<file path="config.mk">
export PLATFORM = sky130hd
export DESIGN_NAME = sd_sector_xfer
export DESIGN_NICKNAME = d
export VERILOG_FILES = /design/src/rtl/sd_pkg.sv /design/src/rtl/sd_spi_byte.sv /design/src/rtl/sd_sector_xfer.sv
export SDC_FILE = /design/constraint.sdc
export NUM_CORES = 1
export LEC_CHECK = 0
export CAP_MARGIN = 20
export CORE_AREA = 2 2 109 111
export CTS_BUF_LIST = sky130_fd_sc_hd__clkbuf_4 sky130_fd_sc_hd__clkbuf_8 sky130_fd_sc_hd__clkbuf_16
export CTS_CLUSTER_SIZE = 30
export DETAILED_ROUTE_END_ITERATION = 6
export DIE_AREA = 0 0 111 113
export GPL_TIMING_DRIVEN = 1
export PLACE_DENSITY = 0.73
export SLEW_MARGIN = 20
export SYNTH_ARGS = -nofsm -noshare
export SYNTH_HDL_FRONTEND = slang
export SYNTH_SLANG_ARGS = --single-unit
</file>
<file path="constraint.sdc">
create_clock -name clk -period 7.6 [get_ports clk]
set_clock_uncertainty 0.05 [all_clocks]
set_input_delay 1.14 -clock clk [delete_from_list [all_inputs] [get_ports clk]]
set_output_delay 1.14 -clock clk [all_outputs]
set_load 0.01 [all_outputs]
</file>
<file path="src/rtl/sd_pkg.sv">
// Shared types and constants for the SPI-mode SD sector transfer engine.
// Command framing helper lives here so the top stays focused on sequencing.
package sd_pkg;

  typedef enum logic [3:0] {
    S_IDLE,
    S_CMD,
    S_R1,
    S_TOK,
    S_RDAT,
    S_RCRC,
    S_WGAP,
    S_WTOK,
    S_WDAT,
    S_WCRC,
    S_DRSP,
    S_BSY,
    S_TAIL,
    S_DONE,
    S_ERR
  } state_t;

  localparam logic [7:0] CMD17     = 8'h51;
  localparam logic [7:0] CMD24     = 8'h58;
  localparam logic [7:0] TOKEN     = 8'hFE;
  localparam logic [7:0] FILL      = 8'hFF;
  localparam logic [4:0] DRESP_OK  = 5'h05;
  localparam int         SECTOR_BYTES = 512;

  function automatic logic [7:0] cmd_byte(
    input logic        wr,
    input logic [31:0] addr,
    input logic [2:0]  idx
  );
    logic [7:0] b;
    unique case (idx)
      3'd0:    b = wr ? CMD24 : CMD17;
      3'd1:    b = addr[31:24];
      3'd2:    b = addr[23:16];
      3'd3:    b = addr[15:8];
      3'd4:    b = addr[7:0];
      default: b = FILL;
    endcase
    return b;
  endfunction

endpackage

</file>
<file path="src/rtl/sd_spi_byte.sv">
// SPI mode-0 byte shifter: SCLK divider plus TX/RX shift registers.
// The last high phase is cut to one clk so SCLK is back low when done pulses.
module sd_spi_byte #(
  parameter int CLKDIV = 2
) (
  input  logic       clk,
  input  logic       reset,
  input  logic       start_i,
  input  logic [7:0] tx_i,
  input  logic       miso_i,
  output logic       done_o,
  output logic [7:0] rx_o,
  output logic       sclk_o,
  output logic       mosi_o
);

  localparam int DW = (CLKDIV > 1) ? $clog2(CLKDIV) : 1;

  logic          act_q,  act_d;
  logic          last_q, last_d;
  logic          sclk_q, sclk_d;
  logic          mosi_q, mosi_d;
  logic          done_q, done_d;
  logic [2:0]    bit_q,  bit_d;
  logic [DW-1:0] div_q,  div_d;
  logic [7:0]    tx_q,   tx_d;
  logic [7:0]    rx_q,   rx_d;

  always_ff @(negedge clk or posedge reset) begin
    if (reset) begin
      act_q  <= 1'b0;
      last_q <= 1'b0;
      sclk_q <= 1'b0;
      mosi_q <= 1'b1;
      done_q <= 1'b0;
      bit_q  <= '0;
      div_q  <= '0;
      tx_q   <= '1;
      rx_q   <= '0;
    end else begin
      act_q  <= act_d;
      last_q <= last_d;
      sclk_q <= sclk_d;
      mosi_q <= mosi_d;
      done_q <= done_d;
      bit_q  <= bit_d;
      div_q  <= div_d;
      tx_q   <= tx_d;
      rx_q   <= rx_d;
    end
  end

  always_comb begin
    act_d  = act_q;
    last_d = last_q;
    sclk_d = sclk_q;
    mosi_d = mosi_q;
    done_d = 1'b0;
    bit_d  = bit_q;
    div_d  = div_q;
    tx_d   = tx_q;
    rx_d   = rx_q;
    if (!act_q) begin
      sclk_d = 1'b0;
      mosi_d = 1'b1;
      if (start_i) begin
        act_d  = 1'b1;
        last_d = 1'b0;
        tx_d   = tx_i;
        mosi_d = tx_i[7];
        bit_d  = '0;
        div_d  = '0;
      end
    end else if (last_q) begin
      act_d  = 1'b0;
      last_d = 1'b0;
      sclk_d = 1'b0;
      mosi_d = 1'b1;
      done_d = 1'b1;
    end else if (div_q == DW'(CLKDIV - 1)) begin
      div_d = '0;
      if (!sclk_q) begin
        sclk_d = 1'b1;
        rx_d   = {rx_q[6:0], miso_i};
        if (bit_q == 3'd7) last_d = 1'b1;
      end else begin
        sclk_d = 1'b0;
        tx_d   = {tx_q[6:0], 1'b1};
        mosi_d = tx_q[6];
        bit_d  = bit_q + 3'd1;
      end
    end else begin
      div_d = div_q + DW'(1);
    end
  end

  assign done_o = done_q;
  assign rx_o   = rx_q;
  assign sclk_o = sclk_q;
  assign mosi_o = mosi_q;

endmodule

</file>
<file path="src/rtl/sd_sector_xfer.sv">
// Single-sector CMD17/CMD24 transfer engine over SPI-mode SD.
// One byte is in flight at a time; each state reacts to the byte engine's done.
module sd_sector_xfer
  import sd_pkg::*;
#(
  parameter int CLKDIV      = 2,
  parameter int R1_TIMEOUT  = 8,
  parameter int TOK_TIMEOUT = 4096,
  parameter int BSY_TIMEOUT = 65535
) (
  input  logic        clk,
  input  logic        reset,
  input  logic        rden,
  input  logic        wren,
  input  logic        sdhc,
  input  logic [31:0] DADDR,
  output logic [7:0]  RDATA,
  output logic        rdvalid,
  input  logic [7:0]  WDATA,
  output logic        wdreq,
  output logic        busy,
  output logic        tcvdptdone,
  output logic        sd_err,
  output logic        sd_cs,
  output logic        sd_sclk,
  output logic        sd_mosi,
  input  logic        sd_miso
);

  state_t      state_q, state_d;
  logic        wr_q, wr_d;
  logic [31:0] addr_q, addr_d;
  logic [9:0]  cnt_q, cnt_d;
  logic [15:0] tmo_q, tmo_d;
  logic        infl_q, infl_d;
  logic        wdreq_q, wdreq_d;
  logic        rdv_q, rdv_d;
  logic [7:0]  rdata_q, rdata_d;
  logic        err_q, err_d;
  logic        cs_q, cs_d;

  logic       start;
  logic [7:0] tx;
  logic       bdone;
  logic [7:0] rx;
  logic       xfer;

  sd_spi_byte #(.CLKDIV(CLKDIV)) u_byte (
    .clk     (clk),
    .reset   (reset),
    .start_i (start),
    .tx_i    (tx),
    .miso_i  (sd_miso),
    .done_o  (bdone),
    .rx_o    (rx),
    .sclk_o  (sd_sclk),
    .mosi_o  (sd_mosi)
  );

  always_ff @(negedge clk or posedge reset) begin
    if (reset) begin
      state_q <= S_IDLE;
      wr_q    <= 1'b0;
      addr_q  <= '0;
      cnt_q   <= '0;
      tmo_q   <= '0;
      infl_q  <= 1'b0;
      wdreq_q <= 1'b0;
      rdv_q   <= 1'b0;
      rdata_q <= '0;
      err_q   <= 1'b0;
      cs_q    <= 1'b1;
    end else begin
      state_q <= state_d;
      wr_q    <= wr_d;
      addr_q  <= addr_d;
      cnt_q   <= cnt_d;
      tmo_q   <= tmo_d;
      infl_q  <= infl_d;
      wdreq_q <= wdreq_d;
      rdv_q   <= rdv_d;
      rdata_q <= rdata_d;
      err_q   <= err_d;
      cs_q    <= cs_d;
    end
  end

  always_comb begin
    state_d = state_q;
    wr_d    = wr_q;
    addr_d  = addr_q;
    cnt_d   = cnt_q;
    tmo_d   = tmo_q;
    err_d   = err_q;
    rdata_d = rdata_q;
    rdv_d   = 1'b0;
    tx      = FILL;
    unique case (state_q)
      S_IDLE: begin
        if (rden || wren) begin
          wr_d    = !rden;
          addr_d  = sdhc ? DADDR : {DADDR[22:0], 9'b0};
          err_d   = 1'b0;
          state_d = S_CMD;
        end
      end
      S_CMD: begin
        tx = cmd_byte(wr_q, addr_q, cnt_q[2:0]);
        if (bdone) begin
          if (cnt_q == 10'd5) state_d = S_R1;
          else cnt_d = cnt_q + 10'd1;
        end
      end
      S_R1: begin
        if (bdone) begin
          if (!rx[7])
            state_d = (rx != 8'h00) ? S_ERR :
                      wr_q ? S_WGAP : S_TOK;
          else if (tmo_q == 16'(R1_TIMEOUT - 1))
            state_d = S_ERR;
          else
            tmo_d = tmo_q + 16'd1;
        end
      end
      S_TOK: begin
        if (bdone) begin
          if (rx == TOKEN) state_d = S_RDAT;
          else if (rx[7:4] == 4'h0) state_d = S_ERR;
          else if (tmo_q == 16'(TOK_TIMEOUT - 1)) state_d = S_ERR;
          else tmo_d = tmo_q + 16'd1;
        end
      end
      S_RDAT: begin
        if (bdone) begin
          rdv_d   = 1'b1;
          rdata_d = rx;
          if (cnt_q == 10'(SECTOR_BYTES - 1)) state_d = S_RCRC;
          else cnt_d = cnt_q + 10'd1;
        end
      end
      S_RCRC: begin
        if (bdone) begin
          if (cnt_q == 10'd1) state_d = S_TAIL;
          else cnt_d = cnt_q + 10'd1;
        end
      end
      S_WGAP: if (bdone) state_d = S_WTOK;
      S_WTOK: begin
        tx = TOKEN;
        if (bdone) state_d = S_WDAT;
      end
      S_WDAT: begin
        tx = WDATA;
        if (bdone) begin
          if (cnt_q == 10'(SECTOR_BYTES - 1)) state_d = S_WCRC;
          else cnt_d = cnt_q + 10'd1;
        end
      end
      S_WCRC: begin
        if (bdone) begin
          if (cnt_q == 10'd1) state_d = S_DRSP;
          else cnt_d = cnt_q + 10'd1;
        end
      end
      S_DRSP: begin
        if (bdone)
          state_d = (rx[4:0] == DRESP_OK) ? S_BSY : S_ERR;
      end
      S_BSY: begin
        if (bdone) begin
          if (rx == FILL) state_d = S_TAIL;
          else if (tmo_q == 16'(BSY_TIMEOUT - 1)) state_d = S_ERR;
          else tmo_d = tmo_q + 16'd1;
        end
      end
      // The sticky error doubles as the "abort path" marker here
      S_TAIL: if (bdone) state_d = err_q ? S_IDLE : S_DONE;
      S_DONE: state_d = S_IDLE;
      S_ERR: begin
        err_d   = 1'b1;
        state_d = S_TAIL;
      end
      default: state_d = S_IDLE;
    endcase

    if (state_d != state_q) begin
      cnt_d = '0;
      tmo_d = '0;
    end

    xfer    = !(state_q inside {S_IDLE, S_DONE, S_ERR});
    wdreq_d = (state_q == S_WDAT) && !infl_q && !wdreq_q;
    start   = xfer && !infl_q &&
              ((state_q != S_WDAT) || wdreq_q);
    infl_d  = start || (infl_q && !bdone);
    cs_d    = state_d inside {S_IDLE, S_TAIL, S_DONE, S_ERR};
  end

  assign RDATA      = rdata_q;
  assign rdvalid    = rdv_q;
  assign wdreq      = wdreq_q;
  assign busy       = (state_q != S_IDLE);
  assign tcvdptdone = (state_q == S_DONE);
  assign sd_err     = err_q;
  assign sd_cs      = cs_q;

endmodule
</file>
==> flow_metrics.tcl, run 1 <==
set metrics [dict create \
    status "finished, final reports clean" \
    dr.pass1.iters 5 \
    io_pins 62 \
    synth_top_area_share_pct 40.6 \
    cts_buffers 9 \
    ys_ff_latch 100 \
    cts-htree-levels 3 \
    fin_hold_ws_ns 0.378 \
    slowest_stage "dfrtn_1" \
    path_clk_slew_ns 0.05 \
    dp_hpwl_mm 9.93 \
    syn_nets 665 \
    post-synth-top-count-cell "dfrtn_1" \
    power_frac_comb_pct 5.0 \
    synth_cell_type_count 68 \
    holdBufCountCts 0 \
    final.setup.worst_slack_ns 0.501 \
    synthTopCellsByArea "dfrtn_1, nand2_1, mux2i_1, o21ai_0, dfstp_2" \
    hp-start "addr_q[17]" \
    start_util_pct 49.8 \
    whs_path_depth 2 \
    cpLargestDelayFamily "flip-flops" \
    clock_latency_ns 0.42 \
    hold_path_end "addr_q[17]" \
    regArea_mm2 0.00251 \
    ir_worst_vdd_uv 139 \
    worstMarginPinSlew_ns 1.05 \
    p_switching_mw 0.263 \
    io_buffers 61 \
    fillers 969 \
    dieArea_mm2 0.0125 \
    std_cell_rows 39 \
    post_drt_wl_per_cell_um 17.0 \
    critPathMaxFanout 24 \
    synth_edf_count 0 \
    drt-initial-drc-count 467 \
    ant_nets 0 \
    nets 721 \
    reg2reg_setup_slack_ns 4.50 \
    tns_ns 0 \
    hold_path_class "flop to flop" \
    p_int_mw 0.859 \
    synth_ff_type "dfrtn_1" \
    setup_violations 0 \
    rsz0062_at_grt "no" \
    maxSlewHeadroom_pct 29.3 \
    yosysSeqAreaShare_pct 44.8 \
    swShare_pct 23.5 \
    area_delta_synth_final_pct 19.4 \
    vias_per_cell 5.82 \
    post-place-ws_ns 0.748 \
    post-cts-setup-buffer-count 0 \
    finalHoldViolations 0 \
    drive_above_1_share_pct 10.1 \
    cp.required_ns 6.41 \
    r2r_end "tmo_q[7]" \
    cts_tree "yes" \
    grt_max_degree 66 \
    syn_area_per_cell_um2 9.20 \
    cap_violations 0 \
    grt_pass1_wl_mm 23.3 \
    gp_congestion 0.923 \
    grt_antenna_before_repair 0 \
    track_usage_pct 23.0 \
    arrival_ns 5.91 \
    vias 4737 \
    path_class "flop to output port" \
    synth_common_cells "dfrtn_1, nand2_1, o21ai_0, nor2_1, mux2i_1" \
    syn-cell-area_mm2 0.00561 \
    grt_pass1_vias 4682 \
    cp_num_buf_inv 3 \
    fp.coreArea_mm2 0.0113 \
    remaining_drc_errors 0 \
    die_width_um 111 \
    slew_violations 0 \
    worstSetupStartpointType "flop" \
    p_seq_share_pct 48.3 \
    overflow 0 \
    total_power_mw 1.12 \
    clockBufferDepth 2 \
    clkPwrFrac_pct 46.7 \
    multi_input_area_mm2 0.00286 \
    r2r_start "u_byte.done_o" \
    root_buffer "clkbuf_16" \
    synthCells 610 \
    cts-resized-gates 0 \
    synth_area_leader_cell "dfrtn_1" \
    die_h_um 113 \
    powerDensity_mw_per_mm2 167 \
    antenna_cells 0 \
    critPathMaxStageDelay_ns 0.85 \
    cp_cell_sequence "nor4_1 -> buf_4 -> inv_1 -> clkdlybuf4s50_1" \
    p_leak_nw 2.94 \
    ff2ff_path_depth 7 \
    critPathCaptureType "output port" \
    yosysWarnings 0 \
    async_reset_ff_share_pct 100 \
    cts.sinks 100 \
    drt_wl_total_mm 13.8 \
]
[flip-flops by register name, summed over array words and instances, names as in the netlist, 3 cells and up]
name	cells
RDATA	8
addr_q	32
cnt_q	10
state_q	4
tmo_q	16
u_byte.bit_q	3
u_byte.rx_o	8
u_byte.tx_q	7
[power by group through the flow]
| stage | Clock (mW) | Sequential, mW | Combinational (mW) |
|---|---|---|---|
| final | 0.524 | 0.542 | 0.0558 |
| after global routing | 0.557 | 0.542 | 0.0617 |
| after CTS | 0.535 | 0.542 | 0.0568 |
| after detailed placement | 0.00810 | 0.551 | 0.0565 |
| after global placement | 0.00810 | 0.551 | 0.0555 |
| after floorplan | 0.00810 | 0.550 | 0.0229 |
[area by class of cell]
| class | instances | area share [%] |
|---|---|---|
| repair buffers | 71 | 10.4 |
| clock inverters | 15 | 1.72 |
| inverters | 21 | 1.21 |
| multi-input cells | 454 | 42.7 |
| well taps | 143 | 2.67 |
| clock buffers | 10 | 3.73 |
| flip-flops and latches | 100 | 37.5 |
[cell usage in the layout, fill, tap and decap left out, types with 5 or more instances in the layout]
cell type / n
a21oi_1: 13
a22oi_1: 5
a31oi_1: 13
and3_1: 5
buf_4: 9
clkbuf_16: 10
clkdlybuf4s50_1: 61
dfrtn_1: 91
dfstp_2: 9
ha_1: 9
inv_1: 28
mux2_2: 15
mux2i_1: 27
nand2_1: 84
nand2b_1: 10
nand3_1: 20
nand4_1: 11
nor2_1: 53
nor3_1: 14
nor4_1: 14
o21ai_0: 53
o22ai_1: 6
or2_2: 7
xnor2_1: 23
[worst max-delay path by stage]
stage,to,start,cells after the start
after floorplan,RDATA[0],reset,1
after global placement,tmo_q[1],wren,8
after detailed placement,cnt_q[5],wren,8
after CTS,busy,state_q[2],4
after global routing,busy,state_q[2],4
final,busy,state_q[2],4
[cell families (layout without fill, tap and decap cells)]
kind of cell,count (synthesis),count (layout),share of synthesized area (%)
AO/OA/AOI/OAI,128,128,14.7
adder cells (fa/ha/maj),9,9,2.01
AND/OR/NAND/NOR,250,250,22.5
XOR/XNOR,25,25,3.90
buffers and inverters,56,117,4.35
multiplexers,42,42,7.83
flip-flops,100,100,44.8
[stage by stage]
stage                     std cells  utilization, %  cell area (um2)
after floorplan                 610               -             5610
after CTS                       814            59.5             6700
after global placement          790            56.2             6340
after detailed placement        790            56.2             6340
final                           814            59.5             6700
after global routing            814            59.5             6700
[tightest hold or removal path: stages (launching register included)]
cell,delay [ns]
dfrtn_1,0.40
nand2_1,0.05
o21ai_0,0.06
[layer usage]
layer	share of wire [%]	vias up	global-route usage, %	routed length, um
met5	0	-	0	0
met3	3.9	17	4.66	541
met2	49	115	38.2	6730
met4	1.7	0	7.83	237
met1	46	2298	30.3	6330
li1	-	2307	-	-
No activity file was read; power rests on OpenSTA's default activity.
==> run 2, diff against run 1 <==
--- a/config.mk
+++ b/config.mk
@@ -6,13 +6,16 @@
 export NUM_CORES = 1
 export LEC_CHECK = 0
 export CAP_MARGIN = 20
-export CORE_AREA = 2 2 109 111
+export CELL_PAD_IN_SITES_DETAIL_PLACEMENT = 1
+export CELL_PAD_IN_SITES_GLOBAL_PLACEMENT = 2
+export CORE_AREA = 2 2 125 127
 export CTS_BUF_LIST = sky130_fd_sc_hd__clkbuf_4 sky130_fd_sc_hd__clkbuf_8 sky130_fd_sc_hd__clkbuf_16
 export CTS_CLUSTER_SIZE = 30
 export DETAILED_ROUTE_END_ITERATION = 6
-export DIE_AREA = 0 0 111 113
+export DIE_AREA = 0 0 127 129
 export GPL_TIMING_DRIVEN = 1
-export PLACE_DENSITY = 0.73
+export PLACE_DENSITY = 0.86
+export SKIP_CTS_REPAIR_TIMING = 1
 export SLEW_MARGIN = 20
 export SYNTH_ARGS = -nofsm -noshare
 export SYNTH_HDL_FRONTEND = slang
==> flow_metrics.tcl, run 2 (synthesized netlist as in run 1, its figures left out) <==
set metrics [dict create \
    status "finished, final reports clean" \
    drt-initial-drc-count 228 \
    p_int_mw 0.805 \
    total_power_mw 1.07 \
    post-place-ws_ns 0.687 \
    nets 720 \
    area_delta_synth_final_pct 19.8 \
    r2r_start "u_byte.done_o" \
    die_width_um 127 \
    critPathCaptureType "output port" \
    largest-register "addr_q" \
    dr.pass1.iters 4 \
    drive_above_1_share_pct 10.3 \
    r2r_end "tmo_q[13]" \
    dp_hpwl_mm 11.2 \
    p_seq_share_pct 50.6 \
    reg2reg_setup_slack_ns 4.40 \
    p_leak_nw 2.92 \
    ff2ff_path_depth 7 \
    rsz0062_at_grt "no" \
    final_common_cell "dfrtn_1" \
    ant_nets 0 \
    grt_max_degree 66 \
    clockBufferDepth 2 \
    grt_pass1_wl_mm 25.5 \
    gp_congestion 0.895 \
    post-route-util_pct 44.9 \
    maxSlewHeadroom_pct 35.7 \
    cp.required_ns 6.41 \
    cts.sinks 100 \
    reg.largest.list "addr_q: 32 flops, tmo_q: 16 flops, cnt_q: 10 flops" \
    final_cell_mix "dfrtn_1, nand2_1, clkdlybuf4s50_1, nor2_1, o21ai_0" \
    clock_latency_ns 0.42 \
    post_drt_wl_per_cell_um 17.9 \
    worstSetupStartpointType "flop" \
    crit_end "busy" \
    arrival_ns 5.93 \
    antenna_cells 0 \
    cap_violations 0 \
    final.setup.worst_slack_ns 0.476 \
    vias 4782 \
    swShare_pct 24.8 \
    dieArea_mm2 0.0164 \
    largest_reg_flops 32 \
    grt_pass1_vias 5027 \
    clkPwrFrac_pct 44.1 \
    grt_antenna_before_repair 0 \
    io_buffers 61 \
    worstSetupStartpoint "state_q[2]" \
    worstMarginPinSlew_ns 0.963 \
    setup_violations 0 \
    final_cells 858 \
    vias_per_cell 5.57 \
    critPathMaxFanout 24 \
    power_frac_comb_pct 5.2 \
    path_class "flop to output port" \
    ir_worst_vdd_uv 91.1 \
    overflow 0 \
    remaining_drc_errors 0 \
    std_cell_rows 45 \
    finalHoldViolations 0 \
    tns_ns 0 \
    fp.coreArea_mm2 0.0150 \
    path_clk_slew_ns 0.06 \
    placedCellCount 834 \
    p_switching_mw 0.265 \
    slew_violations 0 \
    start_util_pct 37.5 \
    cts-htree-levels 3 \
    io_pins 62 \
    hold_path_class "flop to flop" \
    cts_buffers 9 \
    root_buffer "clkbuf_16" \
    cts_tree "yes" \
    die_h_um 129 \
    powerDensity_mw_per_mm2 159 \
    track_usage_pct 19.5 \
    drt_wl_total_mm 15.3 \
]
-- run 2: worst min-delay path by stage --
stage / start / endpoint / slack, ns / cells after the start
2_1_floorplan: addr_q[5] / addr_q[5] / 0.35 / 2
3_3_place_gp: addr_q[1] / addr_q[1] / 0.37 / 2
3_5_place_dp: addr_q[9] / addr_q[9] / 0.38 / 2
4_1_cts: addr_q[9] / addr_q[9] / 0.38 / 2
5_1_grt: addr_q[1] / addr_q[1] / 0.40 / 2
6_report: addr_q[1] / addr_q[1] / 0.38 / 2
-- run 2: stage by stage --
step,area (um2),hold slack (ns)
floorplan,5610,0.352
global placement,6390,0.366
detailed placement,6390,0.381
CTS,6710,0.380
global route,6720,0.404
finish,6720,0.378
-- run 2: layer usage --
layer,vias up,track usage (%),wire length (um)
li1,2307,-,-
met1,2397,26.0,7200
met2,68,32.7,7650
met3,10,3.24,369
met4,0,5.82,130
met5,-,0,0
-- run 2: worst max-delay path, stage by stage (launching register included) --
cell             delay [ns]
dfrtn_1                0.89
nor4_1                 0.11
buf_4                  0.19
inv_1                  0.05
clkdlybuf4s50_1        0.52
-- run 2: power groups by stage --
stage / logic [mW] / registers, mW / clock network, mW
2_1_floorplan: 0.0229 / 0.550 / 0.00810
3_3_place_gp: 0.0560 / 0.551 / 0.00810
3_5_place_dp: 0.0575 / 0.551 / 0.00810
4_1_cts: 0.0576 / 0.542 / 0.487
5_1_grt: 0.0617 / 0.542 / 0.508
6_report: 0.0560 / 0.542 / 0.472
-- run 2: cell type report --
| class | instances | area [um2] |
|---|---|---|
| clock inverters | 16 | 100 |
| fillers | 1773 | 8260 |
| well taps | 188 | 235 |
| multi-input cells | 454 | 2880 |
| inverters | 21 | 81.3 |
| clock buffers | 9 | 225 |
| flip-flops and latches | 100 | 2510 |
| repair buffers | 70 | 691 |
==> run 3, diff against run 2 <==
--- a/config.mk
+++ b/config.mk
@@ -8,11 +8,11 @@
 export CAP_MARGIN = 20
 export CELL_PAD_IN_SITES_DETAIL_PLACEMENT = 1
 export CELL_PAD_IN_SITES_GLOBAL_PLACEMENT = 2
-export CORE_AREA = 2 2 125 127
+export CORE_AREA = 2 2 95 166
 export CTS_BUF_LIST = sky130_fd_sc_hd__clkbuf_4 sky130_fd_sc_hd__clkbuf_8 sky130_fd_sc_hd__clkbuf_16
-export CTS_CLUSTER_SIZE = 30
+export CTS_CLUSTER_SIZE = 8
 export DETAILED_ROUTE_END_ITERATION = 6
-export DIE_AREA = 0 0 127 129
+export DIE_AREA = 0 0 97 168
 export GPL_TIMING_DRIVEN = 1
 export PLACE_DENSITY = 0.86
 export SKIP_CTS_REPAIR_TIMING = 1
@@ -20,3 +20,4 @@
 export SYNTH_ARGS = -nofsm -noshare
 export SYNTH_HDL_FRONTEND = slang
 export SYNTH_SLANG_ARGS = --single-unit
+export TNS_END_PERCENT = 100
==> flow_metrics.tcl, run 3 (synthesized netlist as in run 1, its figures left out) <==
set metrics [dict create \
    cp.required_ns 6.41 \
    area_delta_synth_final_pct 20.1 \
    grt_antenna_before_repair 0 \
    die_width_um 97 \
    root_buffer "clkbuf_16" \
    ir_worst_vdd_uv 131 \
    cts-htree-levels 3 \
    tns_ns 0 \
    io_buffers 61 \
    clockBufferDepth 2 \
    overflow 0 \
    worstSetupStartpointType "flop" \
    hp-start "addr_q[1]" \
    hold_path_end "addr_q[1]" \
    largest-register "addr_q" \
    status "finished, final reports clean" \
    p_leak_nw 2.93 \
    ant_nets 0 \
    maxSlewHeadroom_pct 39.1 \
    placedCellCount 832 \
    dr.pass1.iters 6 \
    post_drt_wl_per_cell_um 18.6 \
    grt_max_degree 66 \
    finalHoldViolations 0 \
    die_h_um 168 \
    reg2reg_setup_slack_ns 4.43 \
    nets 721 \
    gp_congestion 0.913 \
    ff2ff_path_depth 7 \
    io_pins 62 \
    r2r_start "u_byte.done_o" \
    placed_area_mm2 0.00639 \
    powerDensity_mw_per_mm2 163 \
    dieArea_mm2 0.0163 \
    fp.coreArea_mm2 0.0151 \
    reg.largest.list "addr_q: 32 flops, tmo_q: 16 flops, cnt_q: 10 flops" \
    vias 4789 \
    remaining_drc_errors 0 \
    track_usage_pct 20.0 \
    cts.sinks 100 \
    std_cell_rows 60 \
    cts_buffers 9 \
    start_util_pct 37.2 \
    vias_per_cell 5.59 \
    path_class "flop to output port" \
    drive_above_1_share_pct 10.3 \
    total_power_mw 1.10 \
    antenna_cells 0 \
    hold_path_class "flop to flop" \
    fin_area_mm2 0.00674 \
    whs_path_depth 2 \
    rsz0062_at_grt "no" \
    drt_wl_total_mm 15.9 \
    critPathCaptureType "output port" \
    grt_pass1_wl_mm 26.3 \
    worstMarginPinSlew_ns 0.910 \
    final_cells 857 \
    critPathMaxFanout 20 \
    drt-initial-drc-count 264 \
    final_common_cell "dfrtn_1" \
    setup_violations 0 \
    arrival_ns 5.92 \
    path_clk_slew_ns 0.05 \
    clock_latency_ns 0.41 \
    final_cell_mix "dfrtn_1, nand2_1, clkdlybuf4s50_1, nor2_1, o21ai_0" \
    cap_violations 0 \
    largest_reg_flops 32 \
    slew_violations 0 \
    dp_hpwl_mm 12.1 \
    grt_pass1_vias 5133 \
    r2r_end "tmo_q[7]" \
    cts_tree "yes" \
]
==> run 3: cell types whose count changed in the layout (fill, tap and decap cells not counted) <==
cell,delta
bufinv_16,+1
buf_2,+1
clkbuf_4,+1
nor3b_2,-1
nor3b_1,+1
inv_8,-1
clkinv_4,-1
==> run 3: where the power goes <==
group	leakage (nW)	internal, mW	total [mW]	switching, mW
Sequential	1.22	0.537	0.542	0.00452
Combinational	1.51	0.0307	0.0554	0.0247
Clock	0.201	0.272	0.504	0.232
==> run 3: stage by stage <==
step | worst slack (ns) | hold slack [ns] | utilization (%)
finish | 0.492 | 0.383 | 44.6
detailed placement | 0.727 | 0.380 | 42.3
global route | 0.384 | 0.411 | 44.6
global placement | 0.796 | 0.367 | 42.3
floorplan | 0.137 | 0.352 | -
CTS | 0.475 | 0.381 | 44.6
==> run 3: how the worst max path moves through the flow <==
stage                      to  startpoint  cells past startpoint  slack (ns)
finish                   busy  state_q[1]                      4        0.49
detailed placement   cnt_q[4]        wren                      8        0.73
floorplan            RDATA[0]       reset                      1        0.14
global placement    tmo_q[14]        wren                      8        0.80
CTS                      busy  state_q[1]                      4        0.47
global route             busy  state_q[1]                      4        0.38
==> run 3: worst max-delay path: stages, from the launching register on <==
cell and delay [ns]:
dfrtn_1 0.58, nor4_1 0.46, buf_4 0.21, inv_1 0.05
clkdlybuf4s50_1 0.47
==> run 3: area by class of cell <==
cell class                 count  area, um2
timing repair buffer          71        696
sequential                   100       2510
inverter                      21       81.3
multi-input combinational    454       2870
clock inverter                15        110
tap                          186        233
fill                        1700       8350
clock buffer                  10        233
==> run 3: routing by layer <==
layer | part of all wire [%] | global-route usage (%) | wire length, um | up-vias
met5 | 0 | 0 | 0 | -
met4 | 3.4 | 8.82 | 539 | 0
met3 | 2.7 | 2.41 | 425 | 31
met2 | 56 | 38.6 | 8950 | 95
met1 | 38 | 21.5 | 6020 | 2360
li1 | - | - | - | 2303
